`config.mk`:
```
export PLATFORM = sky130hd
export DESIGN_NAME = spi_tx
export DESIGN_NICKNAME = d
export VERILOG_FILES = /design/src/rtl/spi_tx.sv
export SDC_FILE = /design/constraint.sdc
export NUM_CORES = 1
export LEC_CHECK = 0
export BUFFER_PORTS_ARGS = -buffer_cell sky130_fd_sc_hd__clkbuf_2
export CAP_MARGIN = 20
export CORE_MARGIN = 2
export CORE_UTILIZATION = 45
export DETAILED_ROUTE_END_ITERATION = 8
export PLACE_DENSITY = 0.7
export REMOVE_ABC_BUFFERS = 1
export SKIP_CTS_REPAIR_TIMING = 1
export SLEW_MARGIN = 10
export SYNTH_ARGS = -nofsm -noshare
export SYNTH_HDL_FRONTEND = slang
export SYNTH_SLANG_ARGS = --single-unit
export TNS_END_PERCENT = 100
```
`constraint.sdc`:
```
create_clock -name clk -period 1.95 [get_ports clk]
set_input_delay 0.0975 -clock clk [delete_from_list [all_inputs] [get_ports clk]]
set_output_delay 0.0975 -clock clk [all_outputs]
set_load 0.02 [all_outputs]
```
`src/rtl/spi_tx.sv`:
```
// -----------------------------------------------------------------------------
// spi_tx : SPI master transmitter (stimulus side of the SPI trigger path)
//
// Sends one 8- or 16-bit word per accepted start request, MSB first, framed
// by SS_n. The SCLK sampling edge and the frame length are chosen per frame so
// the on-chip SPI trigger receiver can be exercised with matching traffic.
// All SPI outputs come straight from flops.
//
// Frame shape (SCLK_DIV = D clk cycles per SCLK half period, N = 8 or 16):
//   SS_n low for D*(2N+2) clks = D setup + 2N SCLK phases + D hold.
//   SCLK idles high; 2N edges, first falling, last rising.
//
// Parameters:
//   SCLK_DIV  SCLK half period in clk cycles, legal 4..255 (default 8)
//
// Ports:
//   clk      in   system clock
//   rst_n    in   asynchronous active-low reset
//   start    in   frame request, taken only when idle and not in the done cycle
//   tx_data  in   word to send (len8=1 sends tx_data[7:0])
//   len8     in   1 = 8-bit frame, 0 = 16-bit frame
//   edg      in   receiver sampling edge: 1 = rising, 0 = falling
//   MISO     in   slave data in (only used with SPI_TX_MISO_EN)
//   busy     out  high from the cycle after acceptance until done
//   done     out  one-clk pulse when the frame completes
//   rd_data  out  captured MISO word (0 when MISO capture is not built)
//   SS_n     out  active-low slave select
//   SCLK     out  serial clock, idles high
//   MOSI     out  serial data out
//
// Build option:
//   `define SPI_TX_MISO_EN  builds the MISO capture shift register and the
//                           rd_data register; otherwise rd_data is tied to 0.
// -----------------------------------------------------------------------------
module spi_tx #(
  parameter logic [7:0] SCLK_DIV = 8'd8
) (
  input  logic        clk,
  input  logic        rst_n,
  input  logic        start,
  input  logic [15:0] tx_data,
  input  logic        len8,
  input  logic        edg,
  input  logic        MISO,
  output logic        busy,
  output logic        done,
  output logic [15:0] rd_data,
  output logic        SS_n,
  output logic        SCLK,
  output logic        MOSI
);

  typedef enum logic [1:0] {
    IDLE  = 2'd0,
    SETUP = 2'd1,
    SHIFT = 2'd2,
    HOLD  = 2'd3
  } state_t;

  state_t      state_q;
  logic [7:0]  cnt_q;
  logic [7:0]  cnt_d;
  logic [4:0]  edge_q;
  logic [15:0] sr_q;
  logic        len8_q;
  logic        edg_q;
  logic        ss_n_q;
  logic        sclk_q;
  logic        mosi_q;
  logic        busy_q;
  logic        done_q;

  logic        half_tick;
  logic        accept;
  logic [4:0]  last_edge;
  logic        adv_mosi;
  logic        samp_edge;

  // A start landing in the done cycle is dropped: the earliest new frame is
  // the clk after done.
  assign accept = (state_q == IDLE) && start && !done_q;

  // Half-period timer: wraps to 0 at SCLK_DIV-1, half_tick marks the wrap.
  always_comb begin
    half_tick = 1'b0;
    cnt_d     = 8'd0;
    if (cnt_q == (SCLK_DIV - 8'd1)) begin
      half_tick = 1'b1;
      cnt_d     = 8'd0;
    end else begin
      half_tick = 1'b0;
      cnt_d     = cnt_q + 8'd1;
    end
  end

  // Classify the SCLK edge produced on the next half_tick. edge_q holds the
  // number of edges already produced, so this edge is number edge_q+1, and it
  // is falling when SCLK is currently high.
  always_comb begin
    last_edge = len8_q ? 5'd15 : 5'd31;
    adv_mosi  = 1'b0;
    samp_edge = 1'b0;
    if (edg_q) begin
      // Receiver samples rising edges: advance on every falling edge except
      // the first (which precedes the first sample of the MSB).
      adv_mosi  = sclk_q && (edge_q != 5'd0);
      samp_edge = !sclk_q;
    end else begin
      // Receiver samples falling edges: advance on every rising edge except
      // the last (the LSB has already been sampled by then).
      adv_mosi  = !sclk_q && (edge_q != last_edge);
      samp_edge = sclk_q;
    end
  end

  // Frame sequencer with registered SPI outputs.
  always_ff @(posedge clk or negedge rst_n) begin
    if (!rst_n) begin
      state_q <= IDLE;
      cnt_q   <= 8'd0;
      edge_q  <= 5'd0;
      sr_q    <= 16'h0000;
      len8_q  <= 1'b0;
      edg_q   <= 1'b0;
      ss_n_q  <= 1'b1;
      sclk_q  <= 1'b1;
      mosi_q  <= 1'b0;
      busy_q  <= 1'b0;
      done_q  <= 1'b0;
    end else begin
      done_q <= 1'b0;
      case (state_q)
        IDLE: begin
          cnt_q  <= 8'd0;
          edge_q <= 5'd0;
          sclk_q <= 1'b1;
          mosi_q <= 1'b0;
          if (accept) begin
            state_q <= SETUP;
            len8_q  <= len8;
            edg_q   <= edg;
            // Left-justify 8-bit words so the MSB is always sr_q[15].
            sr_q    <= len8 ? {tx_data[7:0], 8'h00} : tx_data;
            mosi_q  <= len8 ? tx_data[7] : tx_data[15];
            ss_n_q  <= 1'b0;
            busy_q  <= 1'b1;
          end
        end
        SETUP: begin
          cnt_q <= cnt_d;
          if (half_tick) begin
            state_q <= SHIFT;
          end
        end
        SHIFT: begin
          cnt_q <= cnt_d;
          if (half_tick) begin
            sclk_q <= !sclk_q;
            if (adv_mosi) begin
              sr_q   <= {sr_q[14:0], 1'b0};
              mosi_q <= sr_q[14];
            end
            if (edge_q == last_edge) begin
              edge_q  <= 5'd0;
              state_q <= HOLD;
            end else begin
              edge_q <= edge_q + 5'd1;
            end
          end
        end
        HOLD: begin
          cnt_q <= cnt_d;
          if (half_tick) begin
            state_q <= IDLE;
            ss_n_q  <= 1'b1;
            busy_q  <= 1'b0;
            done_q  <= 1'b1;
            mosi_q  <= 1'b0;
          end
        end
        default: begin
          state_q <= IDLE;
          cnt_q   <= 8'd0;
          edge_q  <= 5'd0;
          ss_n_q  <= 1'b1;
          sclk_q  <= 1'b1;
          mosi_q  <= 1'b0;
          busy_q  <= 1'b0;
        end
      endcase
    end
  end

`ifdef SPI_TX_MISO_EN
  logic [15:0] miso_sr_q;
  logic [15:0] rd_data_q;

  // MISO capture on the receiver's sampling edge; published in the done cycle.
  // For 8-bit frames only 8 bits shift in, so the upper byte stays 0.
  always_ff @(posedge clk or negedge rst_n) begin
    if (!rst_n) begin
      miso_sr_q <= 16'h0000;
      rd_data_q <= 16'h0000;
    end else begin
      if (accept) begin
        miso_sr_q <= 16'h0000;
      end else if ((state_q == SHIFT) && half_tick && samp_edge) begin
        miso_sr_q <= {miso_sr_q[14:0], MISO};
      end else begin
        miso_sr_q <= miso_sr_q;
      end
      if ((state_q == HOLD) && half_tick) begin
        rd_data_q <= miso_sr_q;
      end else begin
        rd_data_q <= rd_data_q;
      end
    end
  end

  assign rd_data = rd_data_q;
`else
  logic miso_unused;
  logic samp_unused;
  assign miso_unused = MISO;
  assign samp_unused = samp_edge;
  assign rd_data     = 16'h0000;
`endif

  assign busy = busy_q;
  assign done = done_q;
  assign SS_n = ss_n_q;
  assign SCLK = sclk_q;
  assign MOSI = mosi_q;

endmodule
```
==> impl_summary.md, run 1 <==
Synthesis
The number of synthesized register bits is 37. The number of different library cells used by synthesis comes to 45. The Yosys warning count is 0. Averaged over all synthesized cells, the footprint is between 10 and 15 sq um. The netlist area before placement is 0.002232 sq mm.

The leading area contributor after synthesis is sky130_fd_sc_hd__dfrtp_1. The cell count after synthesis is 213. The number of enable flip-flop cells after synthesis is 0. The fraction of synthesis flops using an asynchronous set or reset pin is 1.000. The proportion of synthesized chip area in sequential cells is 0.4159.

In the post-synthesis netlist, the biggest area contributors are sky130_fd_sc_hd__dfrtp_1, sky130_fd_sc_hd__mux2i_1, sky130_fd_sc_hd__buf_4. The top flip-flop cell by instance count after synthesis is sky130_fd_sc_hd__dfrtp_1. The proportion of netlist area held by the largest area contributor is 0.3924.

GRT
The number of antenna violations at the first check in global routing is 0. The sum of overflow across all layers after global routing is 0. Entering global routing, the biggest net connects 30 pins. In the global route stage, overall resource usage came out at 0.1618.

The number of global-route vias before repair is 1500. The global-route wire length before repair is roughly 7 mm.

Layout
Of the cells placed in the final design, the portion with a size suffix greater than 1 is 0.3647. The area added between synthesis and finish is 24.38%. The filler cells instantiated in the layout total between 400 and 500. The number of diodes is 0. At the end of the flow, the number of nets in the layout was 295. The final design utilization is 0.5839. The number of standard cells in the final layout excluding fillers is 333.

Route
In the routed design, unresolved DRC markers number 0. For this run, the detailed router's first-pass iteration total came to 4. Wires add up to 4.422 mm. The remaining number of nets flagged by the antenna check after routing is 0. The count of vias placed by the detailed router is 1664. For this block, the initial DRC count from the detailed router was approximately 130. The detail-routed via count per cell is 4.997.

The detail-routed net length per standard cell is 13.28 um.

Setup path
The category of the worst setup path launch point is a flip-flop. The worst register-to-register path ends at sr_q[5]. For the worst flop-to-flop path, the logic depth is 7. The most critical setup path has its startpoint at edge_q[0]. The critical path is of the flip-flop to flip-flop type. The startpoint identified for the worst register-to-register timing path is edge_q[0]. STA puts the critical path data arrival time at 2120 ps. The highest net fanout along the worst path is 7. STA classifies the critical path endpoint as a flip-flop.

The most critical setup path has its endpoint at sr_q[5]. The slack of the worst reg-to-reg path is -6 ps. The required time of the critical path is 2110 ps.

Power and ir drop
The switching power total is roughly 0.32 mW. Of the total power, the share spent switching nets is 0.2249. Summed over all cells, the static leakage comes to about 1.3 nW. Of the total power, the clock network draws 0.381. The total power density per cell area is between 500 and 600 mW/mm^2. The internal portion of total power is 1.100 mW.

The sequential fraction of design power is 0.549. VDD sags by at most 350.7 uV. The total power consumption of the routed design is 1.419 mW. The combinational share of power is 0.069.

STA
The final setup violation count is 3. The final number of max-transition violations is 0. Timing would allow up to 0.5114 GHz. The setup slack after layout is -5.598 ps. The final worst-path cycle share is 1.003.

Between clock sinks in the finished design, the worst skew comes to 8.691 ps. The count of final hold-check violations is 0. Setup repair after global routing could not meet its margin everywhere. The total negative slack is -11.37 ps.

The shortest clock period the worst path allows after layout is 1956 ps.

Clock network
The clock input transition at the sequential cells of the worst setup and hold paths is 70 ps. The number of sinks driven by the clock tree is 37. The TritonCTS clock tree is yes.

The depth of the CTS H-tree is 2. Counting the buffers created by CTS gives 5. The clock passes through at most 2 buffers.

The clock insertion delay at the later pin of the skew report is 280 ps. CTS placed an instance of sky130_fd_sc_hd__clkbuf_8 at the clock tree root.

Place
OpenSTA, run right after detailed placement, puts the worst setup slack at -50.62 ps. During placement, the flow inserted port buffers numbering 25. The HPWL after detailed placement is 3.044 mm.

The placed cell count is 314. The placer congestion estimate is 0.8077.

Die
The placement row count is 25. The die covers 0.005540 sq mm. In this run the horizontal extent of the chip is 74.43 um. The initial utilization of the core area, before any placement, comes to 0.4695. From bottom edge to top edge, the die measures 74.43 um. After floorplanning, the core was sized to cover 0.004755 sq mm. The total I/O pin count is 43.

Min path
In this run the most critical hold path is launched from edg. The worst min-delay path category is input pin to flip-flop.

Job
The number of max-cap violations is 0.

Status
The final reports fail on negative setup slack. The flow ran to the end, but the final reports show violations.
==> worst max-delay path, stage by stage, from the launching register on <==
cell and delay, ps:
sky130_fd_sc_hd__dfrtp_1 390, sky130_fd_sc_hd__inv_2 80, sky130_fd_sc_hd__ha_4 130, sky130_fd_sc_hd__or4b_4 460
sky130_fd_sc_hd__a31oi_4 180, sky130_fd_sc_hd__a211oi_4 120, sky130_fd_sc_hd__clkbuf_16 180, sky130_fd_sc_hd__mux2_4 290
==> worst min-delay path by stage <==
stage | to | slack [ps] | cells after the start
final | edg_q | 50 | 2
after global routing | edg_q | 40 | 2
after CTS | cnt_q[3] | -300 | 1
after detailed placement | cnt_q[3] | 10 | 1
after global placement | cnt_q[3] | 9 | 1
after floorplan | MOSI | -200 | 0
==> placed cells by master (no fill, tap or decap), types with 4 or more instances in the layout <==
| master | n |
|---|---|
| sky130_fd_sc_hd__clkbuf_8 | 6 |
| sky130_fd_sc_hd__nand3_1 | 8 |
| sky130_fd_sc_hd__mux2i_1 | 12 |
| sky130_fd_sc_hd__clkbuf_2 | 25 |
| sky130_fd_sc_hd__nor2_1 | 7 |
| sky130_fd_sc_hd__a22o_1 | 5 |
| sky130_fd_sc_hd__dfrtp_1 | 35 |
| sky130_fd_sc_hd__o21ai_0 | 10 |
| sky130_fd_sc_hd__mux2_4 | 9 |
| sky130_fd_sc_hd__nor3_1 | 8 |
| sky130_fd_sc_hd__xor2_1 | 6 |
| sky130_fd_sc_hd__inv_1 | 4 |
| sky130_fd_sc_hd__o22ai_1 | 4 |
| sky130_fd_sc_hd__inv_2 | 4 |
| sky130_fd_sc_hd__nand2_1 | 17 |
| sky130_fd_sc_hd__a21oi_1 | 8 |
| sky130_fd_sc_hd__conb_1 | 16 |
| sky130_fd_sc_hd__mux2_2 | 7 |
| sky130_fd_sc_hd__and3_1 | 4 |
| sky130_fd_sc_hd__buf_4 | 26 |
==> final cells by class <==
type | count | area [sq um] | share of cell area
multi-input combinational | 157 | 1246 | 0.4489
timing repair buffer | 56 | 397.9 | 0.1433
sequential | 37 | 928.4 | 0.3344
inverter | 8 | 30.03 | 0.01082
tap | 67 | 83.83 | 0.03019
clock buffer | 8 | 90.09 | 0.03245
==> synthesized netlist by cell type (2+ instances only) <==
| master | n |
|---|---|
| sky130_fd_sc_hd__a21oi_1 | 8 |
| sky130_fd_sc_hd__a22o_1 | 5 |
| sky130_fd_sc_hd__and3_1 | 4 |
| sky130_fd_sc_hd__buf_4 | 16 |
| sky130_fd_sc_hd__clkbuf_1 | 8 |
| sky130_fd_sc_hd__dfrtp_1 | 35 |
| sky130_fd_sc_hd__dfstp_2 | 2 |
| sky130_fd_sc_hd__ha_1 | 8 |
| sky130_fd_sc_hd__inv_1 | 8 |
| sky130_fd_sc_hd__mux2_2 | 8 |
| sky130_fd_sc_hd__mux2_4 | 8 |
| sky130_fd_sc_hd__mux2i_1 | 12 |
| sky130_fd_sc_hd__nand2_1 | 17 |
| sky130_fd_sc_hd__nand3_1 | 9 |
| sky130_fd_sc_hd__nor2_1 | 7 |
| sky130_fd_sc_hd__nor3_1 | 8 |
| sky130_fd_sc_hd__nor3b_1 | 2 |
| sky130_fd_sc_hd__o21ai_0 | 11 |
| sky130_fd_sc_hd__o22ai_1 | 4 |
| sky130_fd_sc_hd__xnor2_1 | 3 |
| sky130_fd_sc_hd__xor2_1 | 6 |
==> power by group through the flow <==
stage | clock network [mW] | logic (mW) | registers (mW)
finish | 0.541 | 0.0986 | 0.779
global route | 0.597 | 0.113 | 0.779
CTS | 0.557 | 0.0985 | 0.779
detailed placement | 0 | 0.0986 | 0.793
global placement | 0 | 0.0972 | 0.793
floorplan | 0 | 0.0524 | 0.792
==> registers in the layout (all words and copies together), names as in the netlist <==
register  cells
busy          1
done          1
SCLK          1
edg_q         1
state_q       2
cnt_q         8
sr_q         15
edge_q        5
SS_n          1
len8_q        1
MOSI          1
==> layer usage <==
metal / GRT usage / part of all wire / up-vias
li1: - / - / 827
met1: 0.2238 / 0.46 / 792
met2: 0.2547 / 0.50 / 43
met3: 0.05014 / 0.039 / 2
met4: 0.02778 / 0.0016 / 0
met5: 0 / 0 / -
==> cells by family after synthesis <==
kind of cell             share of synthesized area
AND/OR/NAND/NOR                             0.1368
AO/OA/AOI/OAI                               0.1244
flip-flops                                  0.4159
buffers and inverters                      0.08801
multiplexers                                0.1530
XOR/XNOR                                   0.03532
adder cells (fa/ha/maj)                    0.04484
other                                     0.001680
==> through the flow <==
stage | hold WS, ps | area [sq um]
finish | 46.98 | 2776
global route | 35.58 | 2776
CTS | -301.6 | 2584
global placement | 9.078 | 2494
floorplan | -198.1 | 2122
detailed placement | 9.976 | 2494
(Power assumes the default switching activity.)
==> run 2: changes to the inputs <==
--- a/config.mk
+++ b/config.mk
@@ -5,12 +5,13 @@
 export SDC_FILE = /design/constraint.sdc
 export NUM_CORES = 1
 export LEC_CHECK = 0
+export ABC_AREA = 1
 export BUFFER_PORTS_ARGS = -buffer_cell sky130_fd_sc_hd__clkbuf_2
 export CAP_MARGIN = 20
 export CORE_MARGIN = 2
 export CORE_UTILIZATION = 45
 export DETAILED_ROUTE_END_ITERATION = 8
-export PLACE_DENSITY = 0.7
+export PLACE_DENSITY = 0.69
 export REMOVE_ABC_BUFFERS = 1
 export SKIP_CTS_REPAIR_TIMING = 1
 export SLEW_MARGIN = 10
==> impl_summary.md, run 2 <==
Layout
The register cell area after layout is 928.4 sq um. The largest registers in the layout are sr_q: 15 flops, cnt_q: 8 flops, edge_q: 5 flops. Summing all multi-input logic gate instances after layout gives 0.001155 sq mm.

Leaving out fill and tap cells, the most frequent cells in the layout are sky130_fd_sc_hd__nand2_1, sky130_fd_sc_hd__dfrtp_1, sky130_fd_sc_hd__o21ai_0. The number of diodes is 0. sr_q holds more flip-flops than any other register. The filler cell count is 511. The library cell used most frequently in the layout, excluding fill and tap cells, is sky130_fd_sc_hd__nand2_1. Measured on the finished design, the core utilization comes to 0.5180. The area added between synthesis and finish is 12.72%. The register with the most flip-flops in the layout has 15 of them. In the final layout, the share of cells above drive strength 1 is 0.2219.

The net count reported at finish is 358. Leaving out filler cells and counting taps, the final layout contains 399.

Synthesis
The library cell with the highest instance count after synthesis is sky130_fd_sc_hd__nand2_1. The commonest cells after synthesis are sky130_fd_sc_hd__nand2_1, sky130_fd_sc_hd__dfrtp_1, sky130_fd_sc_hd__o21ai_0. Of the synthesized area, sequential elements account for 0.4033. A synthesized cell averages just under 8 sq um.

After technology mapping, the gate count stands at 297. In the synthesized netlist the dominant register cell turns out to be sky130_fd_sc_hd__dfrtp_1. In this run the cell area of the synthesized design comes to 0.002302 sq mm. The share of synthesized area in the top cell type comes to 0.3804. During synthesis, Yosys emitted a total of 0 warnings. The synthesized netlist contains 31 unique library cells. Of all cell types, the one taking the most synthesized area is sky130_fd_sc_hd__dfrtp_1. The number of enable flip-flop cells after synthesis is 0. In the post-synthesis netlist, the biggest area contributors are sky130_fd_sc_hd__dfrtp_1, sky130_fd_sc_hd__nand2_1, sky130_fd_sc_hd__buf_4. The fraction of synthesis flops using an asynchronous set or reset pin is 1.000. The number of synthesized register bits is 37.

STA
The total negative slack is 0 ps. The final setup violation count is 0. The maximum achievable frequency is between 0.5 and 0.6 GHz.

Hold timing on the final database bottoms out at a slack of between 20 and 25 ps. The final number of max-transition violations came to 0. For the pin with the worst max-slew slack, the measured transition is approximately 670 ps. Of the available clock period, the critical path in the final layout requires 0.9089.

For the final database, setup skew stands at approximately 7.1 ps. The worst relative slew slack is 0.5560. The count of final hold-check violations is 0. After layout, the minimum clock period comes to 1772 ps. Setup repair after global routing left no endpoint under its margin.

Power and ir drop
The total power density per cell area is 1358 mW/mm^2. The share of total power dissipated in the clock network is 0.200. The static leakage power is 1.329 nW. Cell internal power was estimated by the tool at 2.006 mW. The worst-case IR drop observed on VDD is 575.1 uV. The design draws roughly 3.5 mW. The switching power total is 1.519 mW. The sequential fraction of design power is 0.331.

The combinational share of power is 0.469. Of the total power, the share spent switching nets is 0.4309.

GRT
In the global route stage, met3 resource usage came out at 0.04365. The global-route track usage on met2 is 0.3082. Summed over all layers, the global routing overflow is 0. The global-route wire length before repair is around 7.7 mm. The number of antenna violations at the first check in global routing is 0.

Entering global routing, the biggest net connects 26 pins. The most congested layer reported by global routing is met2. In the global route stage, overall resource usage came out at 0.1787. For this run, global-route usage on met1 was measured as 0.2205. The number of global-route vias before repair was 1779.

Min path
The worst min-delay path category is input pin to flip-flop.

Die
The die span in x is 75.53 um. Pin placement for this block handled 43 I/O pins. The initial core utilization is 0.4595. The die is 75.53 um tall. The placement row count is 26.

The core region is about 0.0050 sq mm. The die covers ~0.0057 sq mm.

Clock network
The number of buffers created by CTS is 5. No sink is reached through more buffers than the 2 on the longest clock path. The H-tree generated during clock tree synthesis spans 2 levels. The TritonCTS clock tree is yes. The clock input transition at the sequential cells of the worst setup and hold paths is roughly 80 ps.

The number of sinks driven by the clock tree is 37. The clock insertion delay at the later pin of the skew report is 290 ps. The tree is rooted in a sky130_fd_sc_hd__clkbuf_8.

Job
The tool flagged a number of max-cap violations equal to 0.

Setup path
The required time of the critical path is 2140 ps. The worst path arrival time is 1960 ps. STA classifies the critical path endpoint as a flip-flop.

The highest net fanout along the worst path is 15. The classification of the worst setup path is flip-flop to flip-flop. STA classifies the critical path startpoint as a flip-flop.

Place
Counting tap cells, the placed design contains a total of 389 instances. The count of buffers added on input and output ports is 25. Detailed placement ended at an HPWL of 3.259 mm. Routability-driven placement finished with a final weighted congestion of 0.8204.

Route
The wire length reported by the detailed router is about 4.5 mm. Once detail routing completed, the nets flagged for antenna violations numbered 0. In this run, the number of DRC markers left after iteration 0 of detailed routing was roughly 90. The detail-routed net length per standard cell is about 11 um.

The count of vias placed by the detailed router is around 1900. The detail-routed via count per cell is between 4 and 5. The length of the first detailed-routing pass in iterations is 4. The number of remaining DRC errors is 0.

Status
The run finished with clean final reports.
==> run 2: through the flow <==
| step | setup WS (ps) | area (sq um) |
|---|---|---|
| floorplan | -7.983 | 2177 |
| global placement | 146.1 | 2450 |
| detailed placement | 143.4 | 2450 |
| CTS | 123.4 | 2570 |
| global route | 35.71 | 2595 |
| finish | 177.7 | 2595 |
==> run 2: layout make-up <==
cell class | count | share of cell area
Inverter | 29 | 0.04195
Tap cell | 70 | 0.03375
Timing Repair Buffer | 34 | 0.07522
Clock inverter | 2 | 0.01446
Sequential cell | 37 | 0.3578
Multi-Input combinational cell | 221 | 0.4450
Clock buffer | 6 | 0.03182
==> run 2: path summary, 6_finish.rpt <==
check / startpoint / end / slack [ps] / cells past startpoint
min reg2reg: sr_q[11] / sr_q[11] / 470 / 2
max reg2reg: state_q[0] / sr_q[12] / 180 / 8
max in group asynchronous: rst_n / sr_q[14] / 1010 / 3
min: edg / edg_q / 20 / 3
min in group asynchronous: rst_n / busy / 370 / 2
max: state_q[0] / sr_q[12] / 180 / 8
==> run 2: power groups by stage <==
stage | combinational (mW) | clock (mW) | sequential, mW
after floorplan | 1.17 | 0 | 1.18
after global placement | 1.61 | 0 | 1.17
after detailed placement | 1.63 | 0 | 1.18
after CTS | 1.64 | 0.717 | 1.17
after global routing | 1.89 | 0.755 | 1.19
final | 1.65 | 0.704 | 1.17
==> run 2: logic make-up (layout without fill, tap and decap cells) <==
group,count (synthesis),after routing,synth area share
flops,37,37,0.4033
fa+ha+maj,8,8,0.04348
simple gates,154,155,0.3190
mux,1,1,0.004891
buf+inv,55,71,0.1261
compound gates,39,39,0.09402
other cells,1,16,0.001629
xor+xnor,2,2,0.007610
==> run 2: per-layer routing <==
layer	wire [um]	up-vias
met5	0	-
met4	39	0
met3	187	5
met2	2161	41
met1	2113	868
li1	-	985
==> run 2: critical path: stages (launching register included) <==
cell and delay (ps):
sky130_fd_sc_hd__dfrtp_1 420, sky130_fd_sc_hd__inv_1 120, sky130_fd_sc_hd__ha_1 300, sky130_fd_sc_hd__inv_2 110, sky130_fd_sc_hd__a21oi_1 220, sky130_fd_sc_hd__nand2_4 180, sky130_fd_sc_hd__buf_4 190, sky130_fd_sc_hd__nand4_1 70
sky130_fd_sc_hd__nand2_1 60
==> run 3: changes to the inputs <==
--- a/config.mk
+++ b/config.mk
@@ -9,9 +9,9 @@
 export BUFFER_PORTS_ARGS = -buffer_cell sky130_fd_sc_hd__clkbuf_2
 export CAP_MARGIN = 20
 export CORE_MARGIN = 2
-export CORE_UTILIZATION = 45
+export CORE_UTILIZATION = 42
 export DETAILED_ROUTE_END_ITERATION = 8
-export PLACE_DENSITY = 0.69
+export PLACE_DENSITY = 0.66
 export REMOVE_ABC_BUFFERS = 1
 export SKIP_CTS_REPAIR_TIMING = 1
 export SLEW_MARGIN = 10
==> impl_summary.md, run 3 (same netlist as run 2, synthesis figures left out) <==
Status
The flow ran to the end, and the final reports show no timing, DRC or antenna violations.

STA
The final number of max-transition violations was 0. Dividing the final minimum period by the clock period gives 0.8706. The count of final hold-check violations is 0. The final setup violation count is 0. On the final layout, the worst hold slack is between 5 and 6 ps.

Derived from the worst setup path, the maximum achievable clock frequency is 0.5891 GHz. The shortest clock period the worst path allows after layout is 1698 ps. Setup repair after global routing left no endpoint under its margin. Clock skew on the completed layout was measured at 6.164 ps.

Clock network
The number of buffers created by CTS is 5. TritonCTS built the clock tree. No sink is reached through more buffers than the 2 on the longest clock path. For this design, the sink count on the clock tree is 37. The H-tree was split into 2 levels. For the worst-skew pair, the clock arrives at the later sink with an insertion delay of roughly 300 ps. The clock input transition at the sequential cells of the worst setup and hold paths is 80 ps. The CTS root buffer is sky130_fd_sc_hd__clkbuf_8.

Die
The die span in x is 78.04 um. Measured along the y axis, the die boundary spans 78.04 um. The total I/O pin count is 43.

The floorplan die area is 0.006089 sq mm. The initial core utilization is 0.4423. After floorplanning, the core was divided into 26 placement rows. The floorplan step defined a core boundary enclosing 0.005205 sq mm.

Min path
The min-delay analysis places its worst path in the category input pin to flip-flop.

Layout
After routing the design area is 0.002586 sq mm. In the final layout, the registers with the most flip-flops are sr_q: 15 flops, cnt_q: 8 flops, edge_q: 5 flops. The net count reported at finish is 356. Leaving out fill and tap cells, the most frequent cell in the layout is sky130_fd_sc_hd__nand2_1. The final design utilization is 0.4969. The area added between synthesis and finish is 12.34%.

The number of diodes is 0. The layout cell share with drive strength beyond 1 is 0.2171. For this run, the number of standard cells in the final layout without fillers is just under 400.

In the layout the commonest cells are sky130_fd_sc_hd__nand2_1, sky130_fd_sc_hd__dfrtp_1, sky130_fd_sc_hd__o21ai_0. The largest register by flop count is sr_q. The register with the most flip-flops in the layout has 15 of them.

Setup path
The signal on the critical path passes through inv_1 -> ha_1 -> inv_2 -> nand2_1 -> nand2_4 -> buf_4 -> nand4_1 -> nand2_1. The required time of the critical path is 2190 ps. On the critical path the largest part of the delay comes from simple AND/OR/NAND/NOR gates. STA classifies the critical path startpoint as a flip-flop.

The worst setup path is captured at a flip-flop. The critical path's most frequent cell is sky130_fd_sc_hd__nand2_1. The number of buffers and inverters on the critical path is 3. The largest stage delay on the critical path is between 400 and 500 ps. The worst-path cell with the longest stage delay is sky130_fd_sc_hd__dfrtp_1. The classification of the worst setup path is flip-flop to flip-flop. The worst path arrival time is 1940 ps. The slack of the worst reg-to-reg path is 250 ps. The highest net fanout along the worst path is 20.

Route
The length of the first detailed-routing pass in iterations is 4. Once detail routing completed, the nets flagged for antenna violations numbered 0. The detail-routed via count per cell is 4.738. The first routing iteration left 63 violations. The number of remaining DRC errors is 0. Detailed routing inserted a total of 1881 vias. In the final routed layout, each cell accounts on average for 11.62 um. The routed design has 4.613 mm of wire.

Place
The post-place instance area is 0.002442 sq mm. The placed cell count is ~390. The HPWL reported at the end of detailed placement is about 3.3 mm. Port buffering added 25 buffers. The placer congestion estimate is 0.7990.

GRT
The first global-routing pass estimated 8.079 mm of wire. Summed over all layers, the global routing overflow is 0. The number of global-route vias before repair came to 1815. The pin count of the biggest net entering global routing is 26. The overall fraction of global-route tracks in use is 0.1662. The number of antenna violations at the first check in global routing was 0.

Power and ir drop
In this run the static leakage power is 1.330 nW. VDD sags by at most 632.2 uV. In this run the power density over the cells is 1393 mW/mm^2.

Job
The tool flagged a number of max-cap violations equal to 0.
==> run 3: cell count changes in the layout (fill, tap and decap cells not counted) <==
| cell | before | now |
|---|---|---|
| sky130_fd_sc_hd__clkbuf_8 | 6 | 5 |
| sky130_fd_sc_hd__bufinv_16 | 1 | 2 |
| sky130_fd_sc_hd__nand2_2 | 13 | 14 |
| sky130_fd_sc_hd__clkinvlp_4 | 1 | 0 |
| sky130_fd_sc_hd__nand3_2 | 3 | 2 |
| sky130_fd_sc_hd__buf_4 | 8 | 7 |
| sky130_fd_sc_hd__nand2_4 | 3 | 2 |
| sky130_fd_sc_hd__clkinv_2 | 0 | 1 |
==> run 3: per-stage QoR <==
step	setup TNS, ps	setup slack (ps)	power (mW)
final	0	252.4	3.601
after global routing	0	99.95	3.890
after CTS	0	230.4	3.631
after detailed placement	0	253.8	2.819
after global placement	0	273.0	2.803
after floorplan	-39.92	-7.983	2.350
==> run 3: path summary, 6_finish.rpt <==
check,from,depth (start not counted),end
worst max-delay path,state_q[0],8,sr_q[14]
max in group asynchronous,rst_n,3,SS_n
min in group asynchronous,rst_n,2,len8_q
worst max register to register,state_q[0],8,sr_q[14]
worst min-delay path,edg,3,edg_q
worst min register to register,cnt_q[0],1,cnt_q[0]
==> run 3: area by class of cell <==
cell class / count / area, sq um
fillers: 516 / 2619
clock buffers: 5 / 68.82
clock inverters: 3 / 65.06
well taps: 70 / 87.58
flip-flops and latches: 37 / 928.4
repair buffers: 33 / 187.7
multi-input cells: 220 / 1140
inverters: 29 / 108.9
==> run 3: tightest hold or removal path: cells and delay by family <==
family	cells	cell delay [ps]
buffers and inverters	1	80
AND/OR/NAND/NOR	2	90
==> run 3: where the power goes <==
part	switching, mW	total [mW]	internal (mW)
combinational	1.07	1.63	0.556
sequential	0.156	1.17	1.01
clock	0.292	0.801	0.508
total	1.52	3.60	2.08
==> run 3: per-layer routing <==
metal / global-route usage / share of wire / vias to the layer above / routed length [um]
li1: - / - / 974 / -
met1: 0.2135 / 0.47 / 854 / 2166
met2: 0.2802 / 0.47 / 48 / 2157
met3: 0.03218 / 0.053 / 5 / 244
met4: 0.05789 / 0.0095 / 0 / 44
met5: 0 / 0 / - / 0
